==> src/rtl/sat_counter.sv <==
// sat_counter: saturating up-counter.
//   clk_i, reset_n_i - clock, asynchronous active-low reset
//   clear_i          - synchronous zero, wins over en_i
//   en_i             - add inc_i this edge
//   inc_i            - increment amount (INC_WIDTH bits, INC_WIDTH <= WIDTH)
//   cnt_o            - current count; sticks at all-ones instead of wrapping
module sat_counter #(
  parameter int unsigned WIDTH     = 32,
  parameter int unsigned INC_WIDTH = 1
) (
  input  logic                 clk_i,
  input  logic                 reset_n_i,
  input  logic                 clear_i,
  input  logic                 en_i,
  input  logic [INC_WIDTH-1:0] inc_i,
  output logic [WIDTH-1:0]     cnt_o
);

  logic [WIDTH-1:0] cnt_q;
  logic [WIDTH-1:0] cnt_d;
  logic [WIDTH:0]   inc_ext;
  logic [WIDTH:0]   sum;

  always_comb begin
    inc_ext                 = '0;
    inc_ext[INC_WIDTH-1:0]  = inc_i;
    // One extra bit catches the carry out that means "would wrap".
    sum                     = {1'b0, cnt_q} + inc_ext;
    cnt_d                   = cnt_q;
    if (clear_i) begin
      cnt_d = '0;
    end else if (en_i) begin
      cnt_d = sum[WIDTH] ? '1 : sum[WIDTH-1:0];
    end
  end

  always_ff @(posedge clk_i or negedge reset_n_i) begin
    if (!reset_n_i) begin
      cnt_q <= '0;
    end else begin
      cnt_q <= cnt_d;
    end
  end

  assign cnt_o = cnt_q;

endmodule

==> config.mk <==
export PLATFORM = sky130hd
export DESIGN_NAME = sat_counter
export DESIGN_NICKNAME = d
export VERILOG_FILES = /design/src/rtl/sat_counter.sv
export SDC_FILE = /design/constraint.sdc
export NUM_CORES = 1
export LEC_CHECK = 0
export BUFFER_PORTS_ARGS = -buffer_cell sky130_fd_sc_hd__buf_2
export CORE_UTILIZATION = 39
export DETAILED_ROUTE_END_ITERATION = 6
export GPL_ROUTABILITY_DRIVEN = 0
export SETUP_SLACK_MARGIN = 0.5
export SYNTH_ARGS = -nofsm -noshare
export SYNTH_HDL_FRONTEND = slang
export SYNTH_SLANG_ARGS = --single-unit
==> constraint.sdc <==
create_clock -name clk_i -period 2.5 [get_ports clk_i]
set_input_delay 0.5 -clock clk_i [delete_from_list [all_inputs] [get_ports clk_i]]
set_output_delay 0.5 -clock clk_i [all_outputs]
set_load 0.1 [all_outputs]
==> results.md, run 1 <==
- The run finished with clean final reports.
- Global routing consumed, over all layers together, a little over a fifth of the routing resources.
- The final design area excluding fillers is 2550 um^2.
- Averaged over all synthesized cells, the footprint is 9.42 um^2.
- For this run, design rule violations remaining after detail routing come to 0.
- Clock-pin slew was measured on the worst setup and hold paths at approximately 0.070 ns.
- Summing every instance area after synthesis gives between 1500 and 2000 um^2.
- For this design the static power due to leakage is around 1.1 nW.
- Data arrives at the worst endpoint at 2.23 ns.
- The library cell with the largest summed area after synthesis is sky130_fd_sc_hd__dfrtp_1.
- In this run, CTS created clock tree buffers numbering 5.
- In the synthesized netlist the dominant register cell turns out to be sky130_fd_sc_hd__dfrtp_1.
- After floorplanning, the core was divided into 25 placement rows.
- The root buffer cell is sky130_fd_sc_hd__clkbuf_8.
- The total count of max-transition violations in the final report is 0.
- The finished layout holds ~330 standard cells, fillers aside.
- The adder and majority cell fraction of the synthesized area is roughly 1.3%.
- The number of antenna violations at the first check in global routing is 0.
- The via count of the first global-routing pass is roughly 1.6k.
- The top cell types in the final layout, fill and taps aside, are sky130_fd_sc_hd__buf_2, sky130_fd_sc_hd__nor2_1, sky130_fd_sc_hd__dfrtp_2.
- After detailed routing, the average wire length per cell comes to 16.1 um.
- The area overhead of the layout relative to synthesis is 31.0%.
- TritonCTS built the clock tree.
- The DRC marker count from the first detailed-route iteration is 76.
- The worst setup slack before clock tree synthesis is around 0.29 ns.
- The library cell used most frequently in the layout, excluding fill and tap cells, is sky130_fd_sc_hd__buf_2.
- The HPWL after detailed placement is roughly 3500 um.
- The nature of the critical path endpoint is a register.
- After synthesis, the largest family of logic cells by area is simple AND/OR/NAND/NOR gates.
- The largest delay contributor family on the critical path is simple AND/OR/NAND/NOR gates.
- In this run, placement finished with an instance count of around 300.
- The critical path data required time is ~2.7 ns.
- The vias after detailed routing is ~1.8k.
- When the netlist entered floorplanning its net count stood at 214.
- Headroom to the max-slew limit came out at 50.9%.
- Ranked by total cell area, the synthesized netlist is headed by sky130_fd_sc_hd__dfrtp_1, sky130_fd_sc_hd__nor2_1, sky130_fd_sc_hd__nand4_1.
- The share of final-layout standard cells stronger than drive strength 1 is 48.1%.
- The total cell area at the placement stage is approximately 2300 um^2.
- The deepest clock path buffer count is 2.
- The slowest stage cell on the critical path is sky130_fd_sc_hd__dfrtp_4.
- The share of synthesized area occupied by flip-flops and latches is 41.1%.
- The share of synthesized cell area in and, or, nand and nor gates is 31.3%.
- The number of setup violations in the final report is 0.
- The hold violation total from the final report came to 0.
- Summed over all layers, the routed wires come to between 5000 and 6000 um.
- After global routing the overflow that remains totals 0.
- The minimum period implied by the final worst setup slack is between 2 and 2.5 ns.
- The class of the worst hold path is in -> async.
- Max-cap violations in this run came to 0.
- Yosys mapped a number of flops with a built-in enable equal to 0.
- For this run, the top clock speed supported by timing is 497 MHz.
- The mux contribution to synthesized area is between 1.5 and 2%.
- Setup repair after global routing could not meet its margin everywhere.
- After layout, the worst path uses just over 80% of the clock period.
- Once the floorplan was initialized, standard cells occupied about two fifths of the core.
- Along the worst path, the maximum fanout reaches 7.
- The category of the worst setup path launch point is a register.
- The die covers ~5300 um^2.
- The number of diodes is 0.
- The number of search-and-repair iterations in the first detailed-routing pass is 4.
- Cells fill between 50% and 60% of the core in the end.
- After Yosys synthesis, XOR and XNOR cells account for 0% of the synthesized area.
- The clock insertion delay at the later pin of the skew report is roughly 0.29 ns.
- The maximum VDD drop is 0.000179 V.
- The setup path with the least slack is of type reg -> reg.
- Summed over all failing endpoints, the final setup total negative slack is 0 ns.
- At the end of the flow, the number of nets in the layout was between 200 and 300.
- The quantity of I/O buffers inserted on ports is 36.
- The count of warnings emitted by yosys is 0.
- The ratio of routed vias to standard cells is 5.63.
- Dividing total power by cell area gives a power density of 403 nW/um^2.
- At the pin with the least slew margin, the transition time is 0.737 ns.
- Pin placement for this block handled 37 I/O pins.
- After synthesis, the share of flip-flops with an asynchronous set or reset is 100%.
- The floorplan step set the die width to 72.7 um.
- The worst path buffer plus inverter count is 2.
- The y dimension of the die is 72.7 um.
- The global-route wire length before repair is between 8000 and 9000 um.
- Setup slack on the critical path of the routed design comes to ~0.49 ns.
- The maximum cell stage delay along the critical path is ~0.44 ns.
- The post-synthesis compound-gate area fraction is between 20% and 30%.
- In this run the remaining antenna-violating nets after routing total 0.
- Counting every instance in the synthesized netlist gives just over 200.
- Traced cell by cell, the critical path runs through ha_4, nand4_1, nor4_4, buf_4, a31oi_4, buf_6, a41o_1, nor2_1.
- The floorplan step defined a core boundary enclosing approximately 4800 um^2.
- The number of levels in the clock H-tree is 2.
- The register with the most flip-flops in the layout has 32 of them.
- The clock net in this run drives a total of 32 sinks.
- The clock skew is roughly 0.0061 ns.
- After synthesis, the largest area contributor takes up a little over 40% of total cell area.
- The number of register bits inferred by synthesis is 32.
- Entering global routing, the biggest net connects 33 pins.
- In this run, post-CTS hold repair placed 0 buffers.
- The number of different library cells used by synthesis comes to 45.
path summary, 6_finish.rpt:
| check | slack (ns) | to | start | depth (start not counted) |
|---|---|---|---|---|
| worst min register to register | 0.52 | cnt_o[31]$_DFFE_PN0P_ | cnt_o[31]$_DFFE_PN0P_ | 1 |
| worst max register to register | 0.49 | cnt_o[15]$_DFFE_PN0P_ | cnt_o[0]$_DFFE_PN0P_ | 8 |
| max in group asynchronous | 1.69 | cnt_o[23]$_DFFE_PN0P_ | reset_n_i | 1 |
| min in group clk_i | 0.52 | cnt_o[31]$_DFFE_PN0P_ | cnt_o[31]$_DFFE_PN0P_ | 1 |
| worst min-delay path | 0.27 | cnt_o[12]$_DFFE_PN0P_ | reset_n_i | 1 |
| worst max-delay path | 0.49 | cnt_o[15]$_DFFE_PN0P_ | cnt_o[0]$_DFFE_PN0P_ | 8 |
per-layer routing:
layer / up-vias / routed length (um) / GRT usage (%)
li1: 887 / - / -
met1: 903 / 2660 / 30.7
met2: 36 / 2330 / 31.2
met3: 5 / 180 / 4.14
met4: 0 / 61 / 7.63
met5: - / 0 / 0
through the flow:
step	total power, mW	hold WS, ns
after floorplan	0.577	0.204
after global placement	0.606	0.511
after detailed placement	0.606	0.509
after CTS	1.03	0.300
after global routing	1.06	0.344
final	1.03	0.266
report_power, final:
group          leakage, nW  switching, mW  internal (mW)  total, mW
clock               0.0455          0.203          0.225      0.428
combinational        0.665         0.0579         0.0207     0.0785
sequential           0.388        0.00326          0.520      0.523
Yosys cell counts, types with 3 or more instances:
cell	number
sky130_fd_sc_hd__nor2b_1	5
sky130_fd_sc_hd__a31oi_1	10
sky130_fd_sc_hd__inv_1	3
sky130_fd_sc_hd__and3_1	7
sky130_fd_sc_hd__nand4_1	13
sky130_fd_sc_hd__o21ai_0	5
sky130_fd_sc_hd__o21a_1	5
sky130_fd_sc_hd__nor3_1	9
sky130_fd_sc_hd__a41oi_1	3
sky130_fd_sc_hd__dfrtp_1	32
sky130_fd_sc_hd__nor2_1	23
sky130_fd_sc_hd__a211oi_1	5
sky130_fd_sc_hd__o211a_1	3
sky130_fd_sc_hd__a211oi_2	4
sky130_fd_sc_hd__o221a_2	3
sky130_fd_sc_hd__nand2_1	15
sky130_fd_sc_hd__a21oi_1	12
sky130_fd_sc_hd__nand3_1	11
sky130_fd_sc_hd__clkbuf_1	5
cells by family (layout without fill, tap and decap cells):
group                      after synthesis  count (layout)
and+or+nand+nor                        101             101
AOI/OAI and AO/OA                       54              54
DFF                                     32              32
buffers and inverters                   15              66
muxes                                    3               3
adders and majority gates                2               2
cell type report:
class,count,area (um^2)
clock buffers,8,90.1
flip-flops and latches,32,876
fillers,463,2200
multi-input cells,160,1170
well taps,67,83.8
repair buffers,53,319
inverters,5,18.8
timing repair:
item / CTS / global route
gates resized for setup: 0 / 15
pin swaps: 1 / 11
buffers inserted: 3 / 10
endpoints found under the setup margin: 3 / 23
worst register-to-register path: stages, from the launching register on:
cell	delay [ns]
sky130_fd_sc_hd__dfrtp_4	0.44
sky130_fd_sc_hd__ha_4	0.15
sky130_fd_sc_hd__nand4_1	0.19
sky130_fd_sc_hd__nor4_4	0.36
sky130_fd_sc_hd__buf_4	0.18
sky130_fd_sc_hd__a31oi_4	0.14
sky130_fd_sc_hd__buf_6	0.18
sky130_fd_sc_hd__a41o_1	0.21
sky130_fd_sc_hd__nor2_1	0.08
Note: power is estimated with default switching activity, not from simulation.
==> inputs of run 2 (changes only) <==
--- a/config.mk
+++ b/config.mk
@@ -5,6 +5,7 @@
 export SDC_FILE = /design/constraint.sdc
 export NUM_CORES = 1
 export LEC_CHECK = 0
+export ABC_AREA = 1
 export BUFFER_PORTS_ARGS = -buffer_cell sky130_fd_sc_hd__buf_2
 export CORE_UTILIZATION = 39
 export DETAILED_ROUTE_END_ITERATION = 6
==> constraint.sdc (replaced) <==
create_clock -name clk_i -period 1.84 [get_ports clk_i]
set_input_delay 0.368 -clock clk_i [delete_from_list [all_inputs] [get_ports clk_i]]
set_output_delay 0.368 -clock clk_i [all_outputs]
set_load 0.1 [all_outputs]
==> run 2 against run 1 <==
Flip-flop and latch count did not move. First-iteration DRC count increased by 62%. Die area grew 15%. Core utilization is 12 points higher. Worst setup slack worse by 0.26 ns.
==> results.md, run 2 <==
- The flow ran to the end, and the final reports show no timing, DRC or antenna violations.
- The synthesized instance count is 355 (+71%).
- The nature of the critical path endpoint is a register.
- The number of flops mapped to enable cells by yosys is 0 (unchanged).
- The cell area after technology mapping is 2240 um^2 (+15%).
- The critical-path maximum fanout is 8 (+1).
- The setup TNS is 0 ns (unchanged).
- In the synthesized netlist, the cells that appear most often are sky130_fd_sc_hd__nand2_1, sky130_fd_sc_hd__nor2_1, sky130_fd_sc_hd__inv_1, sky130_fd_sc_hd__nand3_1, sky130_fd_sc_hd__dfrtp_1.
- The combined global-route utilization of all metal layers is 24.3% (+3.2 points).
- The fraction of synthesis flops using an asynchronous set or reset pin is 100% (unchanged).
- The total power divided by cell area was 391 nW/um^2 (-2.9%).
- In this run the clock root is driven by a sky130_fd_sc_hd__clkbuf_8.
- The count of cell types in the netlist is 22 (-51%).
- The deepest clock path buffer count was 2 (unchanged).
- The vias after detailed routing is 2546 (+39%).
- The share of the cycle needed by the critical path after routing is 87.5% (+7.0 points).
- The peak clock frequency supported by timing is 621 MHz (+25%).
- The net count of the finished layout was 443 (+68%).
- The number of antenna violations at the first check in global routing is 0 (unchanged).
- The worst-margin pin slew came to 0.544 ns (-0.193 ns).
- The most frequent cell after synthesis is sky130_fd_sc_hd__nand2_1.
- The category of the worst setup path launch point is a register.
- The number of diodes is 0 (unchanged).
- The overall routed net length is 7200 um (+38%).
- The CTS tree is built.
- The total count of max-transition violations in the final report is 0 (unchanged).
- The number of search-and-repair iterations in the first detailed-routing pass is 4 (unchanged).
- The leakage power is 1.69 nW (+54%).
- The maximum number of pins on one net before global-route repair is 33 (unchanged).
- The count of warnings emitted by yosys is 0 (unchanged).
- The share of final-layout standard cells stronger than drive strength 1 is 41.5% (-6.5 points).
- The full die area was 6060 um^2 (+15%).
- The clock transition at the registers of the reported paths is 0.07 ns (about the same).
- The share of synthesized area occupied by flip-flops and latches is 35.7% (-5.4 points).
- The area share of the leading cell type in the synthesized netlist came to 35.7% (-5.4 points).
- The clock insertion delay at the later pin of the skew report is 0.29 ns (about the same).
- The residual antenna-violating net count after detailed routing is 0 (unchanged).
- The initial core utilization is 40.5% (-0.49 points).
- The total nets after synthesis was 362 (+69%).
- The DRC marker count from the first detailed-route iteration is 123 (+62%).
- The boundary pin count is 37 (unchanged).
- In this design, the largest share of critical-path delay is due to simple AND/OR/NAND/NOR gates.
- The maximum cell stage delay along the critical path is 0.42 ns (-0.02 ns).
- The TritonCTS buffer count is 5 (unchanged).
- The global-route wire length before repair is 11500 um (+36%).
- The class of the worst hold path is in -> async.
- The average routed wire per standard cell is 14.2 um (-12%).
- The cell count after placement is 461 (+52%).
- The quantity of I/O buffers inserted on ports was 36 (unchanged).
- The signal on the critical path passes through ha_4, nand2_4, nor2_4, nand2_4, nor2_8, nand3_4, buf_8, o21ai_2, nand2_1, nand2_1.
- The number of setup violations in the final report is 0 (unchanged).
- The most common flop cell mapped by yosys is sky130_fd_sc_hd__dfrtp_1.
- The maximum VDD drop is 0.000280 V (+56%).
- The CTS sink count is 32 (unchanged).
- The clock skew came to 0.00706 ns (+0.000914 ns).
- The number of remaining DRC errors is 0 (unchanged).
- The area of the core is 5540 um^2 (+17%).
- The slowest stage cell on the critical path is sky130_fd_sc_hd__dfrtp_4.
- The max-cap check violation count is 0 (unchanged).
- The data arrival time at the worst-slack endpoint is 1.83 ns (-0.40 ns).
- The critical path data required time is 2.06 ns (-0.66 ns).
- The estimated wirelength of the detail-placed design is 4510 um (+29%).
- By area the synthesized netlist is led by sky130_fd_sc_hd__dfrtp_1, sky130_fd_sc_hd__nand2_1, sky130_fd_sc_hd__nand3_1.
- The die boundary width is 77.9 um (+7.1%).
- The total number of placement rows is 27 (+8.0%).
- The hold violation total from the final report is 0 (unchanged).
- The ratio of routed vias to standard cells is 5.01 (-11%).
- Setup repair after global routing could not meet its margin everywhere.
- The number of flip-flops under the largest register name is 32 (unchanged).
- The via count of the first global-routing pass came to 2469 (+52%).
- The number of register bits inferred by synthesis came to 32 (unchanged).
- The number of levels in the clock H-tree is 2 (unchanged).
- The total overflow reported by the global router is 0 (unchanged).
- The number of standard cells in the final layout excluding fillers is 508 (+56%).
- The minimum period implied by the final worst setup slack is 1.61 ns (-0.403 ns).
- The start-to-end type of the worst setup path is reg -> reg.
- Compared with the post-synthesis result, the final layout area differs by 62.7%.
- The average size of a mapped cell was 6.32 um^2 (-33%).
- In the layout the commonest cells are sky130_fd_sc_hd__nand2_1, sky130_fd_sc_hd__inv_1, sky130_fd_sc_hd__buf_4.
- The worst path buffer plus inverter count is 1 (-1).
- Leaving out fill and tap cells, the most frequent cell in the layout is sky130_fd_sc_hd__nand2_1.
- The max-slew headroom at the worst pin is 63.7% (+13 points).
- The library cell with the largest summed area after synthesis is sky130_fd_sc_hd__dfrtp_1.
- The y dimension of the die is 77.9 um (+7.1%).
run 2: changes by cell type after synthesis, sizes merged, moves of 11 or more:
cell and change:
a21oi -11, a31oi -11, inv +31, nand2 +149, nand3 +23, nand4 -14, nor2 +24, o21ai +11
run 2: logic make-up (layout without fill, tap and decap cells):
group,Yosys count,after routing,share of synthesized area (%)
AND/OR/NAND/NOR,249,249,46.1
buffers and inverters,43,124,7.86
flip-flops,32,32,35.7
AO/OA/AOI/OAI,27,27,8.47
adder cells (fa/ha/maj),2,2,1.11
XOR/XNOR,2,2,0.781
run 2: where the power goes:
group	leakage (nW)	internal, mW	switching [mW]
clock network	0.0503	0.333	0.269
registers	0.388	0.707	0.00315
logic	1.25	0.0361	0.0816
total	1.69	1.08	0.353
run 2: timing repair:
| action | 4_1_cts | 5_1_grt |
|---|---|---|
| gates cloned | 0 | 0 |
| endpoints found under the setup margin | 64 | 58 |
| gates resized for setup | 107 | 68 |
| pin swaps | 8 | 27 |
| buffers inserted | 16 | 24 |
| hold buffers | 0 | 0 |
run 2: final timing paths:
kind	slack [ns]	startpoint	to	depth (start not counted)
min in group clk_i	0.47	en_i	cnt_o[15]$_DFFE_PN0P_	4
hold / removal	0.10	reset_n_i	cnt_o[13]$_DFFE_PN0P_	2
setup / recovery	0.23	cnt_o[0]$_DFFE_PN0P_	cnt_o[11]$_DFFE_PN0P_	10
hold reg to reg	0.54	cnt_o[31]$_DFFE_PN0P_	cnt_o[31]$_DFFE_PN0P_	2
setup reg to reg	0.23	cnt_o[0]$_DFFE_PN0P_	cnt_o[11]$_DFFE_PN0P_	10
max in group asynchronous	1.39	reset_n_i	cnt_o[1]$_DFFE_PN0P_	2
run 2: worst reg2reg max path, delay by kind of cell, from the launching register on:
kind | cells | cell delay (ns)
compound gates | 1 | 0.05
buf+inv | 1 | 0.19
fa+ha+maj | 1 | 0.14
flops | 1 | 0.42
simple gates | 7 | 0.75
run 2: final cells by class:
class / count / area, um^2
Clock buffer: 7 / 96.3
Multi-Input combinational cell: 280 / 1490
Sequential cell: 32 / 878
Tap cell: 72 / 90.1
Fill cell: 461 / 1890
Inverter: 34 / 128
Timing Repair Buffer: 83 / 966
run 2: per-layer routing:
metal | part of all wire, % | vias up | GRT usage (%)
met5 | 0 | - | 0
met4 | 1.7 | 0 | 9.06
met3 | 4.2 | 11 | 4.94
met2 | 51 | 73 | 43.2
met1 | 43 | 1191 | 28.6
li1 | - | 1271 | -
run 2: metrics by stage:
stage | area [um^2] | utilization (%) | power, mW | setup slack (ns) | hold WS (ns)
after floorplan | 2360 | - | 0.777 | 0.0888 | 0.0724
after global placement | 2640 | 47.6 | 0.820 | 0.0890 | 0.424
after detailed placement | 2640 | 47.6 | 0.821 | 0.0370 | 0.423
after CTS | 3230 | 58.3 | 1.44 | 0.245 | 0.116
after global routing | 3650 | 65.9 | 1.48 | 0.140 | 0.144
final | 3650 | 65.9 | 1.43 | 0.230 | 0.102
==> inputs of run 3 (changes only) <==
--- a/config.mk
+++ b/config.mk
@@ -8,6 +8,7 @@
 export ABC_AREA = 1
 export BUFFER_PORTS_ARGS = -buffer_cell sky130_fd_sc_hd__buf_2
 export CORE_UTILIZATION = 39
+export CTS_BUF_LIST = sky130_fd_sc_hd__clkbuf_4 sky130_fd_sc_hd__clkbuf_8 sky130_fd_sc_hd__clkbuf_16
 export DETAILED_ROUTE_END_ITERATION = 6
 export GPL_ROUTABILITY_DRIVEN = 0
 export SETUP_SLACK_MARGIN = 0.5
==> constraint.sdc (replaced) <==
create_clock -name clk_i -period 1.3 [get_ports clk_i]
set_input_delay 0.26 -clock clk_i [delete_from_list [all_inputs] [get_ports clk_i]]
set_output_delay 0.26 -clock clk_i [all_outputs]
set_load 0.1 [all_outputs]
==> run 3 against run 2 <==
The run now ends with negative hold slack, negative setup slack left. Clock skew increased by 0.0062 ns. Critical path depth decreased by 1. Routed wire length grew 21%. Worst hold slack got worse by 0.11 ns. Global-route usage rose by 4.5 points. Final area grew 22%. Worst setup slack worse by 0.57 ns. Combinational power grew 43%. First-iteration DRC count is 70% higher. Critical path type unchanged. Highest routed layer unchanged.
==> results.md, run 3 (synthesized netlist as in run 2, its figures left out) <==
- Setup repair after global routing could not meet its margin everywhere.
- The setup TNS is -10.62 ns (-10.62 ns).
- The number of search-and-repair iterations in the first detailed-routing pass is 5 (+1).
- The power share of the sequential group is 51.1% (+1.4 points).
- The leakage power was 2.08 nW (+23%).
- The hold violation total from the final report was 17 (+17).
- The minimum period implied by the final worst setup slack came to 1.64 ns (+0.0340 ns).
- The TritonCTS buffer count was 5 (unchanged).
- The power consumption is 1.96 mW (+37%).
- The worst path buffer plus inverter count is 1 (unchanged).
- In the layout the commonest cells are sky130_fd_sc_hd__nand2_1, sky130_fd_sc_hd__buf_4, sky130_fd_sc_hd__buf_6.
- The critical path data required time was 1.49 ns (-0.57 ns).
- The number of diodes came to 0 (unchanged).
- The number of remaining DRC errors came to 0 (unchanged).
- The total power divided by cell area is 442 nW/um^2 (+13%).
- The part of the power in the clock network is 40.3% (-1.8 points).
- The initial core utilization is 40.5% (unchanged).
- The net count of the finished layout is 511 (+15%).
- The core occupancy in the finished layout is 80.2% (+14 points).
- The overall routed net length is 8690 um (+21%).
- The fill cell instance count of the final layout is 345 (-25%).
- The peak clock frequency supported by timing came to 608 MHz (-2.1%).
- The total count of max-transition violations in the final report is 0 (unchanged).
- The share of final-layout standard cells stronger than drive strength 1 is 51.4% (+9.9 points).
- The average routed wire per standard cell is 15.1 um (+6.5%).
- The quantity of I/O buffers inserted on ports is 36 (unchanged).
- The signal on the critical path passes through ha_4, nand2_4, nor2_4, buf_6, nand3b_1, o21ai_1, nand3_1, nand2_1, nand2_1.
- The flow ran to the end, but the final reports show violations.
- The total number of placement rows was 27 (unchanged).
- The share of the cycle needed by the critical path after routing is 126% (+39 points).
- The worst setup path is of the reg -> reg kind.
- The ratio of routed vias to standard cells is 5.20 (+3.9%).
- The maximum VDD drop is 0.000336 V (+20%).
- The maximum cell stage delay along the critical path is 0.42 ns (about the same).
- The slowest stage of the critical path is the sky130_fd_sc_hd__dfrtp_4 cell.
- The most numerous cell on the critical path is sky130_fd_sc_hd__nand2_1.
- The number of standard cells in the final layout excluding fillers was 576 (+13%).
- The clock skew came to 0.0133 ns (+0.00620 ns).
- The y dimension of the die is 77.9 um (unchanged).
- The number of antenna violations at the first check in global routing is 0 (unchanged).
- The total overflow reported by the global router is 0 (unchanged).
- The internal power was 1.44 mW (+34%).
- TritonCTS built the clock tree.
- The CTS sink count is 32 (unchanged).
- The final reports fail on negative hold slack, negative setup slack.
- The die boundary width was 77.9 um (unchanged).
- The final hold slack came to -0.0130 ns (-0.115 ns).
- The power share of the combinational group came to 8.6% (+0.4 points).
- The switching power is 528 uW (+49%).
- The cell family contributing the most delay on the critical path is simple AND/OR/NAND/NOR gates.
- The critical-path maximum fanout is 3 (-5).
- The combined global-route utilization of all metal layers is 28.8% (+4.5 points).
- The area of combinational cells with multiple inputs was 1520 um^2 (+1.8%).
- The DRC marker count from the first detailed-route iteration is 209 (+70%).
- The final worst slack is -0.344 ns (-0.574 ns).
- The worst setup slack before clock tree synthesis is -0.389 ns (-0.426 ns).
- The cell count after placement is 542 (+18%).
- The max-slew headroom at the worst pin is 70.4% (+6.7 points).
- The clock transition at the registers of the reported paths is 0.08 ns (about the same).
- The via count of the first global-routing pass is 2828 (+15%).
- The boundary pin count came to 37 (unchanged).
- The sequential cell area in the final layout was 921 um^2 (+4.8%).
- The maximum number of pins on one net before global-route repair was 33 (unchanged).
- The class of the worst hold path is in -> async.
- Clock tree synthesis selected as its root buffer the cell sky130_fd_sc_hd__clkbuf_8.
- The number of levels in the clock H-tree is 2 (unchanged).
- The switching fraction of total power is 26.9% (+2.1 points).
- STA classifies the critical path endpoint as a register.
- The number of flip-flops under the largest register name was 32 (unchanged).
- The deepest clock path buffer count is 2 (unchanged).
- The estimated wirelength of the detail-placed design is 5630 um (+25%).
- The residual antenna-violating net count after detailed routing is 0 (unchanged).
- The global-route wire length before repair came to 13400 um (+17%).
- The data arrival time at the worst-slack endpoint was 1.83 ns (about the same).
- The worst-margin pin slew is 0.445 ns (-0.0995 ns).
- The vias after detailed routing is 2998 (+18%).
- The worst setup path is launched from a register.
- The full die area is 6060 um^2 (unchanged).
- The clock insertion delay at the later pin of the skew report is 0.30 ns (about the same).
- The area of the core is 5540 um^2 (unchanged).
- The number of setup violations in the final report was 64 (+64).
- The area growth from synthesis to layout is 98.0%.
- The library cell used most frequently in the layout, excluding fill and tap cells, is sky130_fd_sc_hd__nand2_1.
- The max-cap check violation count is 0 (unchanged).
[run 3: cell count changes in the layout (fill, tap and decap cells not counted), moves of 10 or more]
cell	delta
sky130_fd_sc_hd__dfrtp_2	-17
sky130_fd_sc_hd__buf_4	+39
sky130_fd_sc_hd__buf_12	+19
sky130_fd_sc_hd__buf_6	+19
sky130_fd_sc_hd__dfrtp_4	+17
sky130_fd_sc_hd__buf_8	-10
[run 3: worst register-to-register path, stage by stage, from the launching register on]
cell	delay, ns
sky130_fd_sc_hd__dfrtp_4	0.42
sky130_fd_sc_hd__ha_4	0.14
sky130_fd_sc_hd__nand2_4	0.07
sky130_fd_sc_hd__nor2_4	0.13
sky130_fd_sc_hd__buf_6	0.13
sky130_fd_sc_hd__nand3b_1	0.18
sky130_fd_sc_hd__o21ai_1	0.23
sky130_fd_sc_hd__nand3_1	0.10
sky130_fd_sc_hd__nand2_1	0.07
sky130_fd_sc_hd__nand2_1	0.07
[run 3: area by class of cell]
| class | count | share of cell area, % |
|---|---|---|
| timing repair buffer | 150 | 38.3 |
| multi-input combinational | 281 | 34.2 |
| sequential | 32 | 20.7 |
| inverter | 34 | 2.93 |
| tap | 72 | 2.03 |
| clock buffer | 6 | 1.72 |
| clock inverter | 1 | 0.113 |
[run 3: through the flow]
| step | hold slack [ns] | cell area (um^2) |
|---|---|---|
| after floorplan | -0.0356 | 2400 |
| after detailed placement | 0.319 | 3780 |
| after CTS | 0.0116 | 4220 |
| after global routing | 0.0270 | 4450 |
| after global placement | 0.316 | 3780 |
| final | -0.0130 | 4450 |
[run 3: what timing repair did]
item | CTS | global route
pin swaps | 14 | 30
gates resized for setup | 61 | 49
setup buffers | 19 | 7
endpoints found under the setup margin | 64 | 64
gates cloned | 1 | 0
hold buffers | 0 | 0
[run 3: power by group through the flow]
| stage | clock network (mW) | logic [mW] | registers [mW] |
|---|---|---|---|
| CTS | 0.784 | 0.164 | 1.00 |
| global route | 0.842 | 0.183 | 1.00 |
| floorplan | 0 | 0.0441 | 1.06 |
| detailed placement | 0 | 0.161 | 1.03 |
| global placement | 0 | 0.157 | 1.03 |
| finish | 0.792 | 0.169 | 1.00 |
[run 3: final timing paths]
kind / start / endpoint / slack [ns] / cells past startpoint
max reg2reg: cnt_o[0]$_DFFE_PN0P_ / cnt_o[18]$_DFFE_PN0P_ / -0.34 / 9
max in group asynchronous: reset_n_i / cnt_o[29]$_DFFE_PN0P_ / 0.95 / 2
min in group clk_i: clear_i / cnt_o[24]$_DFFE_PN0P_ / 0.32 / 4
max: cnt_o[0]$_DFFE_PN0P_ / cnt_o[18]$_DFFE_PN0P_ / -0.34 / 9
min: reset_n_i / cnt_o[16]$_DFFE_PN0P_ / -0.01 / 2
min reg2reg: cnt_o[26]$_DFFE_PN0P_ / cnt_o[26]$_DFFE_PN0P_ / 0.66 / 3
[run 3: metal layers]
metal	global-route usage (%)	wire, um
met1	33.4	3490
met2	50.7	4440
met3	6.00	516
met4	12.5	240
met5	0	0
